### config.mk
export PLATFORM = sky130hd
export DESIGN_NAME = piso_serializer
export DESIGN_NICKNAME = d
export VERILOG_FILES = /design/src/rtl/ser_pkg.sv /design/src/rtl/ser_shift_reg.sv /design/src/rtl/piso_serializer.sv
export SDC_FILE = /design/constraint.sdc
export NUM_CORES = 1
export LEC_CHECK = 0
export BUFFER_PORTS_ARGS = -buffer_cell sky130_fd_sc_hd__buf_2
export CAP_MARGIN = 40
export CORE_UTILIZATION = 26
export CTS_CLUSTER_DIAMETER = 100
export DETAILED_ROUTE_END_ITERATION = 10
export PLACE_DENSITY = 0.49
export SLEW_MARGIN = 10
export SYNTH_ARGS = -nofsm -noshare
export SYNTH_HDL_FRONTEND = slang
export SYNTH_SLANG_ARGS = --single-unit
### constraint.sdc
create_clock -name clk -period 2.5 [get_ports clk]
set_input_delay 0.25 -clock clk [delete_from_list [all_inputs] [get_ports clk]]
set_output_delay 0.25 -clock clk [all_outputs]
set_load 0.02 [all_outputs]
### src/rtl/ser_pkg.sv
// Shared definitions for the parallel-in/serial-out transmit engine:
// shifter state encoding and the parity helper used on every load.
package ser_pkg;

  typedef enum logic [1:0] {
    ST_IDLE   = 2'd0,
    ST_LOADED = 2'd1,
    ST_SHIFT  = 2'd2
  } ser_state_e;

  // Words are zero-extended to this width before reduction; zero padding
  // leaves the XOR reduction unchanged.
  localparam int PAR_MAX_W = 64;

  function automatic logic parity_of(input logic [PAR_MAX_W-1:0] word,
                                     input logic                 odd);
    return (^word) ^ odd;
  endfunction

endpackage

### src/rtl/ser_shift_reg.sv
// Shift register, remaining-bit counter and registered serial output.
// A load in the same cycle as a shift replaces the word after the outgoing bit is taken.
module ser_shift_reg #(
  parameter int   DATA_WIDTH = 8,
  parameter bit   LSB_FIRST  = 1'b1,
  parameter logic IDLE_LEVEL = 1'b0,
  parameter int   CNT_WIDTH  = 4
) (
  input  logic                  clk,
  input  logic                  rst,
  input  logic                  load_i,
  input  logic [DATA_WIDTH-1:0] load_word_i,
  input  logic                  shift_i,
  input  logic                  idle_out_i,
  output logic [CNT_WIDTH-1:0]  cnt_o,
  output logic                  ser_data_o
);

  logic [DATA_WIDTH-1:0] sh_q, sh_d;
  logic [CNT_WIDTH-1:0]  cnt_q, cnt_d;
  logic                  ser_q, ser_d;

  always_comb begin
    sh_d  = sh_q;
    cnt_d = cnt_q;
    ser_d = ser_q;
    if (shift_i) begin
      if (LSB_FIRST) begin
        ser_d = sh_q[0];
        sh_d  = sh_q >> 1;
      end else begin
        ser_d = sh_q[DATA_WIDTH-1];
        sh_d  = sh_q << 1;
      end
      cnt_d = cnt_q - 1'b1;
    end else if (idle_out_i) begin
      ser_d = IDLE_LEVEL;
    end
    if (load_i) begin
      sh_d  = load_word_i;
      cnt_d = CNT_WIDTH'(DATA_WIDTH);
    end
  end

  always_ff @(posedge clk) begin
    if (rst) begin
      cnt_q <= '0;
      ser_q <= IDLE_LEVEL;
    end else begin
      cnt_q <= cnt_d;
      ser_q <= ser_d;
    end
  end

  // Word contents are qualified by the counter, so they need no reset.
  always_ff @(posedge clk) begin
    sh_q <= sh_d;
  end

  assign cnt_o      = cnt_q;
  assign ser_data_o = ser_q;

endmodule

### src/rtl/piso_serializer.sv
// UART transmit serializer: one-deep holding register with valid/ready
// intake, zero-gap reload into the shifter, parity and underrun flags.
module piso_serializer
  import ser_pkg::*;
#(
  parameter int   DATA_WIDTH = 8,
  parameter bit   LSB_FIRST  = 1'b1,
  parameter logic IDLE_LEVEL = 1'b0
) (
  input  logic                  clk,
  input  logic                  rst,
  input  logic [DATA_WIDTH-1:0] P_DATA,
  input  logic                  Data_Valid,
  output logic                  data_ready,
  input  logic                  par_odd,
  input  logic                  ser_en,
  output logic                  ser_data,
  output logic                  ser_done,
  output logic                  par_bit,
  output logic                  busy,
  output logic                  underrun
);

  localparam int CNT_WIDTH = $clog2(DATA_WIDTH + 1);

  ser_state_e            state_q, state_d;
  logic [DATA_WIDTH-1:0] hold_q, hold_d;
  logic                  hold_full_q, hold_full_d;
  logic                  par_q, par_d;
  logic                  done_q, done_d;
  logic                  under_q, under_d;

  logic                  hs, shift, last, idle_out, load, bypass;
  logic [DATA_WIDTH-1:0] load_word;
  logic [CNT_WIDTH-1:0]  cnt;

  ser_shift_reg #(
    .DATA_WIDTH (DATA_WIDTH),
    .LSB_FIRST  (LSB_FIRST),
    .IDLE_LEVEL (IDLE_LEVEL),
    .CNT_WIDTH  (CNT_WIDTH)
  ) u_shift (
    .clk         (clk),
    .rst         (rst),
    .load_i      (load),
    .load_word_i (load_word),
    .shift_i     (shift),
    .idle_out_i  (idle_out),
    .cnt_o       (cnt),
    .ser_data_o  (ser_data)
  );

  always_comb begin
    hs        = Data_Valid && !hold_full_q;
    shift     = (state_q != ST_IDLE) && ser_en;
    last      = shift && (cnt == CNT_WIDTH'(1));
    idle_out  = (state_q == ST_IDLE) && ser_en;
    load      = 1'b0;
    bypass    = 1'b0;
    load_word = hold_q;
    // Held word has priority; a direct P_DATA load only happens with hold empty.
    if (state_q == ST_IDLE) begin
      if (hold_full_q) begin
        load = 1'b1;
      end else if (hs) begin
        load      = 1'b1;
        bypass    = 1'b1;
        load_word = P_DATA;
      end
    end else if (last && hold_full_q) begin
      load = 1'b1;
    end
  end

  always_comb begin
    state_d = state_q;
    unique case (state_q)
      ST_IDLE:             if (load) state_d = ST_LOADED;
      ST_LOADED, ST_SHIFT: if (shift) begin
        if (last) state_d = load ? ST_LOADED : ST_IDLE;
        else      state_d = ST_SHIFT;
      end
      default:             state_d = ST_IDLE;
    endcase
    hold_full_d = (hold_full_q && !(load && !bypass)) || (hs && !bypass);
    hold_d      = (hs && !bypass) ? P_DATA : hold_q;
    par_d       = load ? parity_of(PAR_MAX_W'(load_word), par_odd) : par_q;
    done_d      = last;
    under_d     = idle_out;
  end

  always_ff @(posedge clk) begin
    if (rst) begin
      state_q     <= ST_IDLE;
      hold_full_q <= 1'b0;
      par_q       <= 1'b0;
      done_q      <= 1'b0;
      under_q     <= 1'b0;
    end else begin
      state_q     <= state_d;
      hold_full_q <= hold_full_d;
      par_q       <= par_d;
      done_q      <= done_d;
      under_q     <= under_d;
    end
  end

  always_ff @(posedge clk) begin
    hold_q <= hold_d;
  end

  assign data_ready = !hold_full_q;
  assign busy       = (state_q != ST_IDLE) || hold_full_q;
  assign ser_done   = done_q;
  assign par_bit    = par_q;
  assign underrun   = under_q;

endmodule

==> results.ini <==
[sta]
slew_viol_final=0
max_slew_margin=0.5902
fin_crit_ns=1.946
max_freq_mhz=513.9
hold_viol_final=0
fin_skew_ns=0.003150
final-setup-viol-count=0
tightest_slew_ns=0.6129
setup_tns_ns=0
fin_crit_sh=0.7783
worst_slack_ns=0.5542
rsz0062_at_grt=no

[critical_path]
cp.required_ns=2.52
r2r_start=state_q[0]
startpoint=state_q[0]
startpoint_type=flip-flop
cp-end-kind=flip-flop
r2r_end=u_shift.sh_q[0]
arrival_ns=1.96
critPathKind=flip-flop to flip-flop
r2r_slack_ns=0.55
critPathMaxFanout=11
endpoint=u_shift.sh_q[0]
ff2ff_path_depth=5

[cts]
clkTransAtPathRegs_ns=0.09
tritoncts=built
cts.sinks=27
cts_inserted_buffers=3
cts_setup_buffers=0
clk_latency_ns=0.27
clockBufferDepth=2
root_buffer=clkbuf_8
ctsHoldBuffers=0
htreeDepth=1
ctsResizeCount=0

[synthesis]
ys_seq_elements=27
avgSynthCellArea_um2=11.31
ys_warn_count=0
synth_edf_count=16
yosys.cell_types.count=33
syn_area_mm2=0.001380
synthArstFlopShare=0
postSynthCellCount=122
synth_ff_type=edfxtp_1
ys_seq_area_frac=0.5077
syn-num-nets=139

[place]
io_buffers=18
place.gp.congestion=0.7128
place_ws_ns=0.5746
dp_hpwl_mm=1.923

[power]
finalPower_mw=1.062
leakagePower_nw=0.6433
peakVddDrop_mv=0.3486
p_per_area_mw_per_mm2=664.4

[status]
status=finished, final reports clean

[global_route]
grt_use_total=0.1043
grt_pass1_wl_mm=4.326
grt_max_degree=15
first_global_vias=929
grt_overflow=0
antenna_found_initial=0

[cells_and_area]
fillers=552
finalNetCount=159
diodes=0
finish.utilization=0.3128
drive_above_1_share=0.1986
syn2layout_area_growth_pct=15.77

[detailed_routing]
first_iter_violations=26
dr.pass1.iters=4
ant_nets=0
dr_total_vias=888
wl_per_cell_um=11.92
vias_per_cell=4.209
routed_wl_mm=2.515
drc_errors=0

[worst_hold_path]
hp-class=primary input to flip-flop

[floorplan]
core_area_mm2=0.005107
rows=26
die_h_um=74.86
die_x_um=74.86
start_util=0.2702
boundaryPins=19
fp.dieArea_mm2=0.005603

[run]
drv_cap=0

synthesized netlist by cell type (all sizes together), types with 2 or more instances:
cell / number / share of area
edfxtp: 16 / 0.35
dfxtp: 11 / 0.16
nand2: 11 / 0.030
nor2: 10 / 0.027
mux2i: 8 / 0.058
xnor2: 8 / 0.051
o21ai: 7 / 0.025
a21oi: 5 / 0.021
inv: 5 / 0.014
buf: 4 / 0.015
ha: 4 / 0.036
xor2: 4 / 0.025
nor2b: 3 / 0.014
nor3: 3 / 0.011
xnor3: 3 / 0.049
a2111oi: 2 / 0.013
nand2b: 2 / 0.0091
nor3b: 2 / 0.011
sequential cells by signal, summed over array words and instances, names as in the netlist:
name,cells
hold_full_q,1
ser_done,1
u_shift.cnt_o,4
u_shift.ser_data_o,1
state_q,2
u_shift.sh_q,8
underrun,1
par_bit,1
hold_q,8
power breakdown:
part,internal [mW],leakage [nW],switching (mW)
clock,0.125,0.0262,0.131
sequential,0.535,0.243,0.0234
combinational,0.114,0.375,0.134
total,0.774,0.643,0.288
cell families after synthesis:
family,share of synthesized area
adder cells (fa/ha/maj),0.03627
AND/OR/NAND/NOR,0.1351
multiplexers,0.06890
AO/OA/AOI/OAI,0.09611
XOR/XNOR,0.1251
buffers and inverters,0.03082
flip-flops,0.5077
per-layer routing:
metal	global-route usage	part of all wire
met5	0	0
met3	0.03213	0.037
met4	0.01887	0.0056
met1	0.1277	0.47
met2	0.1822	0.49
through the flow:
stage                     hold slack (ns)  instance area [um^2]  cells
after floorplan                    0.3415                  1380    122
after global placement             0.4627                  1549    207
after detailed placement           0.4688                  1549    207
after CTS                          0.1826                  1598    211
after global routing               0.1795                  1598    211
final                              0.1902                  1598    211
placed cells by master, fill, tap and decap left out, types with 2 or more instances in the layout:
| master | count |
|---|---|
| nand2_1 | 11 |
| nor3b_1 | 2 |
| ha_1 | 4 |
| buf_2 | 18 |
| xor2_1 | 4 |
| nor2b_1 | 3 |
| nor3_1 | 3 |
| edfxtp_1 | 16 |
| a2111oi_0 | 2 |
| buf_4 | 2 |
| xnor2_1 | 8 |
| o21ai_0 | 7 |
| nand2b_1 | 2 |
| nor2_1 | 10 |
| clkbuf_8 | 3 |
| dfxtp_1 | 11 |
| a21oi_1 | 4 |
| inv_1 | 5 |
| mux2i_1 | 8 |
| xnor3_1 | 3 |
area by class of cell:
| cell class | instances | area [um^2] | share of cell area |
|---|---|---|---|
| timing repair buffer | 20 | 105.1 | 0.06578 |
| multi-input combinational | 85 | 636.9 | 0.3986 |
| inverter | 5 | 18.77 | 0.01175 |
| sequential | 27 | 700.7 | 0.4385 |
| tap | 70 | 87.58 | 0.05482 |
| clock buffer | 4 | 48.80 | 0.03054 |
worst max-delay path, cell delays in order, from the launching register on:
cell and delay (ns):
dfxtp_1 0.34, inv_1 0.06, ha_1 0.34, nand3b_1 0.50, mux2i_1 0.35, o21ai_0 0.11
worst min path at each step:
| stage | slack [ns] | start | end | depth (start not counted) |
|---|---|---|---|---|
| after detailed placement | 0.47 | P_DATA[5] | hold_q[5] | 1 |
| final | 0.19 | P_DATA[5] | hold_q[5] | 1 |
| after floorplan | 0.34 | rst | hold_full_q | 1 |
| after CTS | 0.18 | P_DATA[5] | hold_q[5] | 1 |
| after global routing | 0.18 | P_DATA[5] | hold_q[5] | 1 |
| after global placement | 0.46 | P_DATA[5] | hold_q[5] | 1 |
Power figures use the tool's default switching activity.
